### src/rtl/udma_pkg.sv
// Shared uDMA package: event vector type and HyperBus event line indices.
package udma_pkg;

    localparam int HYPER_EVT_NB = 4;

    // One bit per event line, one-cycle pulses from the HyperBus macro.
    typedef logic [HYPER_EVT_NB-1:0] udma_evt_t;

    localparam int HYPER_EVT_RX     = 0;
    localparam int HYPER_EVT_TX     = 1;
    localparam int HYPER_EVT_RD_EOT = 2;
    localparam int HYPER_EVT_WR_EOT = 3;

    localparam int HYPER_EVT_ID_W   = 8;
    localparam int HYPER_EVT_DEPTH  = 8;

endpackage

### src/rtl/hyper_evt_fifo.sv
// First-word-fall-through ID queue for hyper_evt_router.
// A push while full is accepted only when a pop happens in the same cycle.
// The read data is forced to zero while empty so the head ID is deterministic.
module hyper_evt_fifo
    import udma_pkg::*;
#(
    parameter int DEPTH = HYPER_EVT_DEPTH,
    parameter int W     = HYPER_EVT_ID_W
) (
    input  logic                       clk,
    input  logic                       rst,
    input  logic                       push,
    input  logic [W-1:0]               wdata,
    input  logic                       pop,
    output logic [W-1:0]               rdata,
    output logic                       full,
    output logic                       empty,
    output logic [$clog2(DEPTH+1)-1:0] count
);

    localparam int PW = $clog2(DEPTH);
    localparam int CW = $clog2(DEPTH+1);
    localparam logic [CW-1:0] FULL_CNT = CW'(DEPTH);

    logic [W-1:0]  mem_r [DEPTH];
    logic [PW-1:0] wr_ptr_r;
    logic [PW-1:0] rd_ptr_r;
    logic [CW-1:0] count_r;
    logic          push_ok_s;
    logic          pop_ok_s;
    logic          full_s;
    logic          empty_s;

    assign full_s    = (count_r == FULL_CNT);
    assign empty_s   = (count_r == {CW{1'b0}});
    assign pop_ok_s  = pop & ~empty_s;
    assign push_ok_s = push & (~full_s | pop_ok_s);

    assign full  = full_s;
    assign empty = empty_s;
    assign count = count_r;

    // Head word, zero while nothing is queued.
    always_comb begin
        rdata = {W{1'b0}};
        if (!empty_s) begin
            rdata = mem_r[rd_ptr_r];
        end else begin
            rdata = {W{1'b0}};
        end
    end

    // Storage write; contents need no reset because reads are gated by empty.
    always_ff @(posedge clk) begin
        if (push_ok_s) begin
            mem_r[wr_ptr_r] <= wdata;
        end
    end

    // Pointer and occupancy bookkeeping; push and pop together keep the count.
    always_ff @(posedge clk) begin
        if (rst) begin
            wr_ptr_r <= {PW{1'b0}};
            rd_ptr_r <= {PW{1'b0}};
            count_r  <= {CW{1'b0}};
        end else begin
            if (push_ok_s) begin
                wr_ptr_r <= wr_ptr_r + PW'(1);
            end
            if (pop_ok_s) begin
                rd_ptr_r <= rd_ptr_r + PW'(1);
            end
            case ({push_ok_s, pop_ok_s})
                2'b10:   count_r <= count_r + CW'(1);
                2'b01:   count_r <= count_r - CW'(1);
                default: count_r <= count_r;
            endcase
        end
    end

endmodule

### src/rtl/hyper_evt_router.sv
// HyperBus event router: latches event pulses into a pending mask, serialises
// them lowest-line-first into an ID queue and hands IDs to the event unit.
// Optional feature macro: HYPER_EVT_CNT_EN adds per-line 16-bit saturating
// pulse counters on evt_cnt_o.
// evt_i is bit-compatible with udma_pkg::udma_evt_t when EVT_W == HYPER_EVT_NB.
module hyper_evt_router
    import udma_pkg::*;
#(
    parameter int EVT_W = HYPER_EVT_NB,
    parameter int DEPTH = HYPER_EVT_DEPTH,
    parameter int ID_W  = HYPER_EVT_ID_W
) (
    input  logic                       sys_clk_i,
    input  logic                       rst_i,
    input  logic [EVT_W-1:0]           evt_i,
    input  logic                       cfg_en_i,
    input  logic [ID_W-1:0]            cfg_evt_base_i,
    output logic                       evt_valid_o,
    output logic [ID_W-1:0]            evt_id_o,
    input  logic                       evt_ready_i,
    output logic                       ovf_o,
    input  logic                       ovf_clr_i,
    output logic [$clog2(DEPTH+1)-1:0] pending_o
`ifdef HYPER_EVT_CNT_EN
    ,
    output logic [EVT_W*16-1:0]        evt_cnt_o
`endif
);

    logic [EVT_W-1:0] pend_r;
    logic [EVT_W-1:0] arm_s;
    logic [EVT_W-1:0] grant_s;
    logic [EVT_W-1:0] lost_s;
    logic [ID_W-1:0]  idx_s;
    logic [ID_W-1:0]  push_id_s;
    logic             found_s;
    logic             can_push_s;
    logic             push_s;
    logic             pop_s;
    logic             full_s;
    logic             empty_s;
    logic             ovf_r;

    assign arm_s       = cfg_en_i ? evt_i : {EVT_W{1'b0}};
    assign pop_s       = ~empty_s & evt_ready_i;
    // A full queue still takes a push when the head leaves in the same cycle.
    assign can_push_s  = ~full_s | pop_s;
    assign push_s      = found_s;
    assign push_id_s   = cfg_evt_base_i + idx_s;
    // A repeat pulse on a line that is still waiting cannot be recorded.
    assign lost_s      = arm_s & pend_r & ~grant_s;
    assign evt_valid_o = ~empty_s;
    assign ovf_o       = ovf_r;

    // Fixed-priority arbiter: lowest pending line wins, only when a push fits.
    always_comb begin
        grant_s = {EVT_W{1'b0}};
        idx_s   = {ID_W{1'b0}};
        found_s = 1'b0;
        for (int i = 0; i < EVT_W; i++) begin
            if (pend_r[i] && !found_s && can_push_s) begin
                grant_s[i] = 1'b1;
                idx_s      = ID_W'(i);
                found_s    = 1'b1;
            end else begin
                grant_s[i] = 1'b0;
            end
        end
    end

    // Pending mask: granted lines clear, new pulses (even on a granted line) arm.
    always_ff @(posedge sys_clk_i) begin
        if (rst_i) begin
            pend_r <= {EVT_W{1'b0}};
        end else begin
            pend_r <= (pend_r & ~grant_s) | arm_s;
        end
    end

    // Sticky lost-event flag; a new loss beats a same-cycle clear.
    always_ff @(posedge sys_clk_i) begin
        if (rst_i) begin
            ovf_r <= 1'b0;
        end else if (|lost_s) begin
            ovf_r <= 1'b1;
        end else if (ovf_clr_i) begin
            ovf_r <= 1'b0;
        end else begin
            ovf_r <= ovf_r;
        end
    end

    hyper_evt_fifo #(
        .DEPTH (DEPTH),
        .W     (ID_W)
    ) u_fifo (
        .clk   (sys_clk_i),
        .rst   (rst_i),
        .push  (push_s),
        .wdata (push_id_s),
        .pop   (pop_s),
        .rdata (evt_id_o),
        .full  (full_s),
        .empty (empty_s),
        .count (pending_o)
    );

`ifdef HYPER_EVT_CNT_EN
    logic [15:0] cnt_r [EVT_W];

    // Per-line saturating pulse counters; clear wins over increment.
    always_ff @(posedge sys_clk_i) begin
        if (rst_i) begin
            for (int i = 0; i < EVT_W; i++) begin
                cnt_r[i] <= 16'd0;
            end
        end else begin
            for (int i = 0; i < EVT_W; i++) begin
                if (ovf_clr_i) begin
                    cnt_r[i] <= 16'd0;
                end else if (arm_s[i] && !lost_s[i] && (cnt_r[i] != 16'hFFFF)) begin
                    cnt_r[i] <= cnt_r[i] + 16'd1;
                end else begin
                    cnt_r[i] <= cnt_r[i];
                end
            end
        end
    end

    for (genvar g = 0; g < EVT_W; g++) begin : g_cnt_out
        assign evt_cnt_o[g*16 +: 16] = cnt_r[g];
    end
`endif

endmodule

### config.mk
export PLATFORM = sky130hd
export DESIGN_NAME = hyper_evt_router
export DESIGN_NICKNAME = d
export VERILOG_FILES = /design/src/rtl/udma_pkg.sv /design/src/rtl/hyper_evt_fifo.sv /design/src/rtl/hyper_evt_router.sv
export SDC_FILE = /design/constraint.sdc
export NUM_CORES = 1
export LEC_CHECK = 0
export ABC_AREA = 1
export BUFFER_PORTS_ARGS = -buffer_cell sky130_fd_sc_hd__buf_2
export CAP_MARGIN = 10
export CORE_MARGIN = 1.5
export CORE_UTILIZATION = 35
export CTS_CLUSTER_SIZE = 12
export DETAILED_ROUTE_END_ITERATION = 7
export GPL_TIMING_DRIVEN = 0
export SETUP_SLACK_MARGIN = 0.2
export SKIP_LAST_GASP = 1
export SLEW_MARGIN = 20
export SYNTH_ARGS = -nofsm -noshare
export SYNTH_HDL_FRONTEND = slang
export SYNTH_SLANG_ARGS = --single-unit
### constraint.sdc
create_clock -name sys_clk_i -period 2.4 [get_ports sys_clk_i]
set_input_delay 0.48 -clock sys_clk_i [delete_from_list [all_inputs] [get_ports sys_clk_i]]
set_output_delay 0.48 -clock sys_clk_i [all_outputs]
set_load 0.03 [all_outputs]
Word level (Yosys, flattened, before mapping)

Memories as Yosys holds them, arrays and structs flattened. A register that Yosys moved wholly into a read port is not among the register bits.
Cells that the tools add are included.

Register bits after elaboration: 15
Bits in latches: 0
RAM bits: 64
Memory bits (read-only): 0
Output and inout bits: 14
Memories: 1

Memory list:

| memory       | depth | width | read ports | clocked after Yosys merged registers in | wr ports | line                 | source |
|---|---|---|---|---|---|---|---|
| u_fifo.mem_r | 8     | 8     | 1          | 1                                       | 1        | hyper_evt_fifo.sv:25 | `logic [W-1:0] mem_r [DEPTH];` |

Add/sub/neg operators: 5
Multiply operators: 0
Divide/modulo/power cells: 0
Order comparisons: 0
Equality and inequality tests: 3
Shifts and indexed selects: 0
Multiplexer cells: 19
Bitwise operators: 12
Reductions and logical operators: 14

Operators with widths:

| cell                | count |
|---|---|
| $mux 8              | 3 |
| $and 4x4->4         | 3 |
| $mux 1              | 12 |
| $add 8x8->8         | 1 |
| $pmux 4 s2          | 1 |
| $logic_and 1x1->1   | 7 |
| $add 3x1->3 const B | 2 |
| $mux 3              | 2 |
| $add 4x1->4 const B | 1 |
| $eq 4x4->1 const B  | 1 |
| $logic_not 4->1     | 1 |
| $mux 4              | 1 |
| $not 4->4           | 1 |
| $or 4x4->4          | 1 |
| $reduce_bool 2->1   | 2 |
| $reduce_or 4->1     | 1 |
| $sub 4x1->4 const B | 1 |
| $and 1x1->1         | 3 |
| $logic_not 1->1     | 3 |
| $eq 2x1->1 const B  | 1 |
| $eq 2x2->1 const B  | 1 |
| $not 1->1           | 2 |
| $or 1x1->1          | 2 |

Logic depth before layout (Yosys ltp)

Depth in word-level cells: 22
Depth in mapped cells: 14

Cells and area by module

Synthesis repeated with hierarchy kept, for this count alone.

Cell total of the unflattened synthesis: 352
Area total of the unflattened synthesis: 3687.3 um2

Modules (own cells, without submodules):

| module           | times used | cells each | area an instance (um2) | sequential area each (um2) |
|---|---|---|---|---|
| hyper_evt_fifo   | 1          | 285        | 3258.1                 | 2182.1 |
| hyper_evt_router | 1          | 67         | 429.2                  | 100.1 |

Worst setup path after synthesis

No wires, ideal clock.

Path type: reg2reg
Start: reg u_fifo.count_r[0] (netlist: u_fifo.count[0])
End: mem u_fifo.mem_r[0][7] in the netlist's numbering (data pin)
Data arrival time: 2097 ps
Required time: 2177 ps
Setup slack: 80 ps
Stages on the path, launching flop included: 13
Cell sequence: dfxtp_1 nor2_4 nand3_4 nand4_1 nand2_1 ha_1 nand2_1 inv_1 o21ai_0 nor2_1 nand2_1 nor2_1 xor2_1

Longest elaborated chain between the ends: 19
Elaborated cells between the ends (all ways): 23
Classes of those cells: add/sub: 1; eq/ne: 1; mux: 6; bitwise: 4; reduce/logical: 11

Ends and longest elaborated chain:

| item                            | line                   | source |
|---|---|---|
| from (decl)                     | hyper_evt_fifo.sv:28   | `logic [CW-1:0] count_r;` |
| from (signal assigned)          | hyper_evt_fifo.sv:65   | `count_r <= {CW{1'b0}};` |
| from (signal assigned)          | hyper_evt_fifo.sv:74   | `2'b10: count_r <= count_r + CW'(1);` |
| from (signal assigned)          | hyper_evt_fifo.sv:75   | `2'b01: count_r <= count_r - CW'(1);` |
| $logic_not 4->1                 | hyper_evt_fifo.sv:35   | `assign empty_s = (count_r == {CW{1'b0}});` |
| $not 1->1                       | hyper_evt_router.sv:45 | `assign pop_s = ~empty_s & evt_ready_i;` |
| $and 1x1->1                     | hyper_evt_router.sv:45 |  |
| $or 1x1->1 *                    | hyper_evt_router.sv:47 | `assign can_push_s = ~full_s \| pop_s;` |
| $logic_and 1x1->1               | hyper_evt_router.sv:61 | `if (pend_r[i] && !found_s && can_push_s) begin` |
| $mux 1                          | hyper_evt_router.sv:61 |  |
| $logic_not 1->1                 | hyper_evt_router.sv:61 |  |
| $logic_and 1x1->1 (2 in series) | hyper_evt_router.sv:61 |  |
| $mux 1                          | hyper_evt_router.sv:61 |  |
| $logic_not 1->1                 | hyper_evt_router.sv:61 |  |
| $logic_and 1x1->1 (2 in series) | hyper_evt_router.sv:61 |  |
| $mux 1                          | hyper_evt_router.sv:61 |  |
| $logic_not 1->1                 | hyper_evt_router.sv:61 |  |
| $logic_and 1x1->1 (2 in series) | hyper_evt_router.sv:61 |  |
| $mux 8 *                        | hyper_evt_router.sv:61 |  |
| $add 8x8->8 *                   | hyper_evt_router.sv:49 | `assign push_id_s = cfg_evt_base_i + idx_s;` |
| via push_id_s[7]                | hyper_evt_router.sv:35 | `logic [ID_W-1:0] push_id_s;` |
| to (decl)                       | hyper_evt_fifo.sv:25   |  |

The timed path passes the listed nets; every way through them passes the cells marked *.

==> out/qor.csv <==
metric,value,unit
Synth Warn #,0,
Hold WC Path Type,input port to register,
FMAX,0.4572,GHz
final core occ,45.15,%
first-pass GRT wire length,11.46,mm
Pleak,1.713,nW
number of remaining DRC errors,0,
"EDFF count, synth",64,
synthesized area,3635,µm²
RSZ-0062 raised after global routing,true,
Mapped Nets,365,
crit path kind,register to primary output,
"commonest non-fill, non-tap cell in the layout",nor2_1,
worst skew pair latency,0.35,ns
final hold vios,0,
crit path max fanout,8,
post-DP HPWL,4.864,mm
largest net degree at the start of global routing,15,
crit path DAT,1.71,ns
vias in the first global route,2373,
via count,2490,
flop-to-flop setup slack,0.25,ns
row cnt,37,
Congestion Overflow GR,0,
"commonest non-fill, non-tap cells in the layout","66 x nor2_1, 64 x edfxtp_1, 33 x nand2_1, 23 x o21ai_1, 22 x buf_4",
Tot GR Track Use,13.60,%
port bufs,29,
sw power,1.818,mW
IO Pins,31,
initial drt markers,137,
status,"finished, final reports clean",
worst-margin pin slew,0.8972,ns
ys flop type,edfxtp_1,
"Avg Cell Area, Syn",10.69,µm²
placed instance count,505,
WL final,7.277,mm
Internal,3.078,mW
Routed Antenna Nets,0,
Reg power frac,36.6,%
Pins Over Slew Limit,0,
Synth cell types,30,
Area growth syn-to-layout,26.51,%
GPL Wtd Cong,0.8063,
Via density,4.646,
Initial Util,35.69,%
Setup TNS,0,ns
Non-Filler Instances,536,
htree depth,3,
Sink Count,82,
drt wl/cell,13.58,µm
core footprint,10180,µm²
DIE HEIGHT,104.9,µm
Final Setup Violations,0,
Final Cycle Share,91.13,%
Setup Skew,0.01148,ns
#FFs+latches synth,82,
synthesized instance count,340,
root buffer cell,clkbuf_8,
Max-Slew Margin vs Limit,39.96,%
FILL cells,968,
Critical Path Sink Type,primary output,
die area,11010,µm²
PD cells,1065,nW/µm²
first-pass iteration count of the detailed router,4,
CP required,1.92,ns
max-cap violation count,0,
Hold Buf Count CTS,0,
Final nets,420,
"CTS clk-pin slew, worst paths",0.08,ns
sw frac,37.13,%
Peak supply drop,0.3593,mV
antenna cells,0,
initial antenna violation count,0,
fraction of final layout cells sized beyond drive strength 1,30.00,%
Logic pwr share,41.3,%
TritonCTS clock tree,built,
Max clock buf depth,2,
Final min period,2.187,ns
total CTS buffers,9,
die width,104.9,µm
critical path launch point type,register,
Clk pwr share,22.0,%
"FFs w/ async S/R, synth",0,%
sequential fraction of the synthesis area,62.79,%
[per-stage QoR]
stage	hold WS, ns	setup slack, ns	power (mW)	area, µm²
after CTS	0.3815	0.1774	4.739	4364
final	0.4099	0.2129	4.896	4598
after detailed placement	0.4565	-0.3607	3.491	3964
after global placement	0.4497	-0.3265	3.469	3964
after global routing	0.4068	0.1114	5.174	4598
after floorplan	0.4368	0.2140	3.043	3649
[worst max-delay path, cell delays in order (launching register included)]
cell	delay, ns
dfxtp_2	0.34
buf_12	0.15
buf_8	0.13
nor2_1	0.05
nor2_1	0.07
o21ai_1	0.07
o21ai_1	0.12
o21ai_1	0.09
nor2_1	0.16
buf_4	0.18
[path summary, 6_finish.rpt]
check / from / endpoint / cells past startpoint
worst max-delay path: register / evt_id_o[2] / 9
worst min-delay path: evt_i[1] / pend_r[1] / 3
worst max register to register: u_fifo.count[1] / u_fifo.mem_r[7][5] / 12
worst min register to register: u_fifo.rd_ptr_r[2] / register / 2
[registers in the layout, summed over array words and instances (netlist names), named ones only]
name / count
u_fifo.wr_ptr_r: 3
u_fifo.rd_ptr_r: 3
u_fifo.mem_r: 64
u_fifo.count: 4
ovf_o: 1
pend_r: 4
[routing by layer]
metal	vias up	track usage (%)	share of wire (%)
met5	-	0	0
met4	0	8.121	0.74
met3	2	2.246	3.2
met2	35	22.36	51
met1	1179	16.79	45
li1	1274	-	-
[power groups by stage]
stage / registers, mW / logic, mW / clock network, mW
floorplan: 1.87 / 1.17 / 0
CTS: 1.79 / 1.85 / 1.11
global route: 1.81 / 2.20 / 1.16
global placement: 1.83 / 1.64 / 0
detailed placement: 1.83 / 1.66 / 0
finish: 1.79 / 2.02 / 1.08
[synth_stat cells (all sizes together) (8+ instances only)]
library cell	count	area share [%]
nand2	38	4.3
edfxtp	64	53
buf	8	1.4
a21oi	11	1.7
dfxtp	18	9.9
inv	27	2.8
nor2	77	8.5
o22ai	8	1.4
nand3	11	2.5
mux2i	8	2.2
o21ai	46	6.3
[kinds of logic after synthesis]
| kind of cell | count (synthesis) | synth area share [%] |
|---|---|---|
| AO/OA/AOI/OAI | 65 | 9.432 |
| XOR/XNOR | 8 | 1.928 |
| adder cells (fa/ha/maj) | 8 | 2.960 |
| buffers and inverters | 38 | 4.509 |
| flip-flops | 82 | 62.79 |
| multiplexers | 8 | 2.203 |
| AND/OR/NAND/NOR | 131 | 16.18 |
[layout make-up]
class / instances / area (µm²) / area share [%]
Multi-Input combinational cell: 220 / 1378 / 29.96
Clock buffer: 10 / 127.6 / 2.776
Buffer: 11 / 127.6 / 2.776
Sequential cell: 82 / 2295 / 49.90
Tap cell: 136 / 170.2 / 3.701
Clock inverter: 6 / 88.84 / 1.932
Timing Repair Buffer: 44 / 302.8 / 6.585
Inverter: 27 / 108.9 / 2.367
[timing repair]
item / 4_1_cts / 5_1_grt
cloned: 2 / 1
gates resized for setup: 33 / 57
pin swaps: 10 / 21
endpoints found under the setup margin: 56 / 49
setup buffers: 8 / 4
Note: power is estimated with default switching activity, not from simulation.
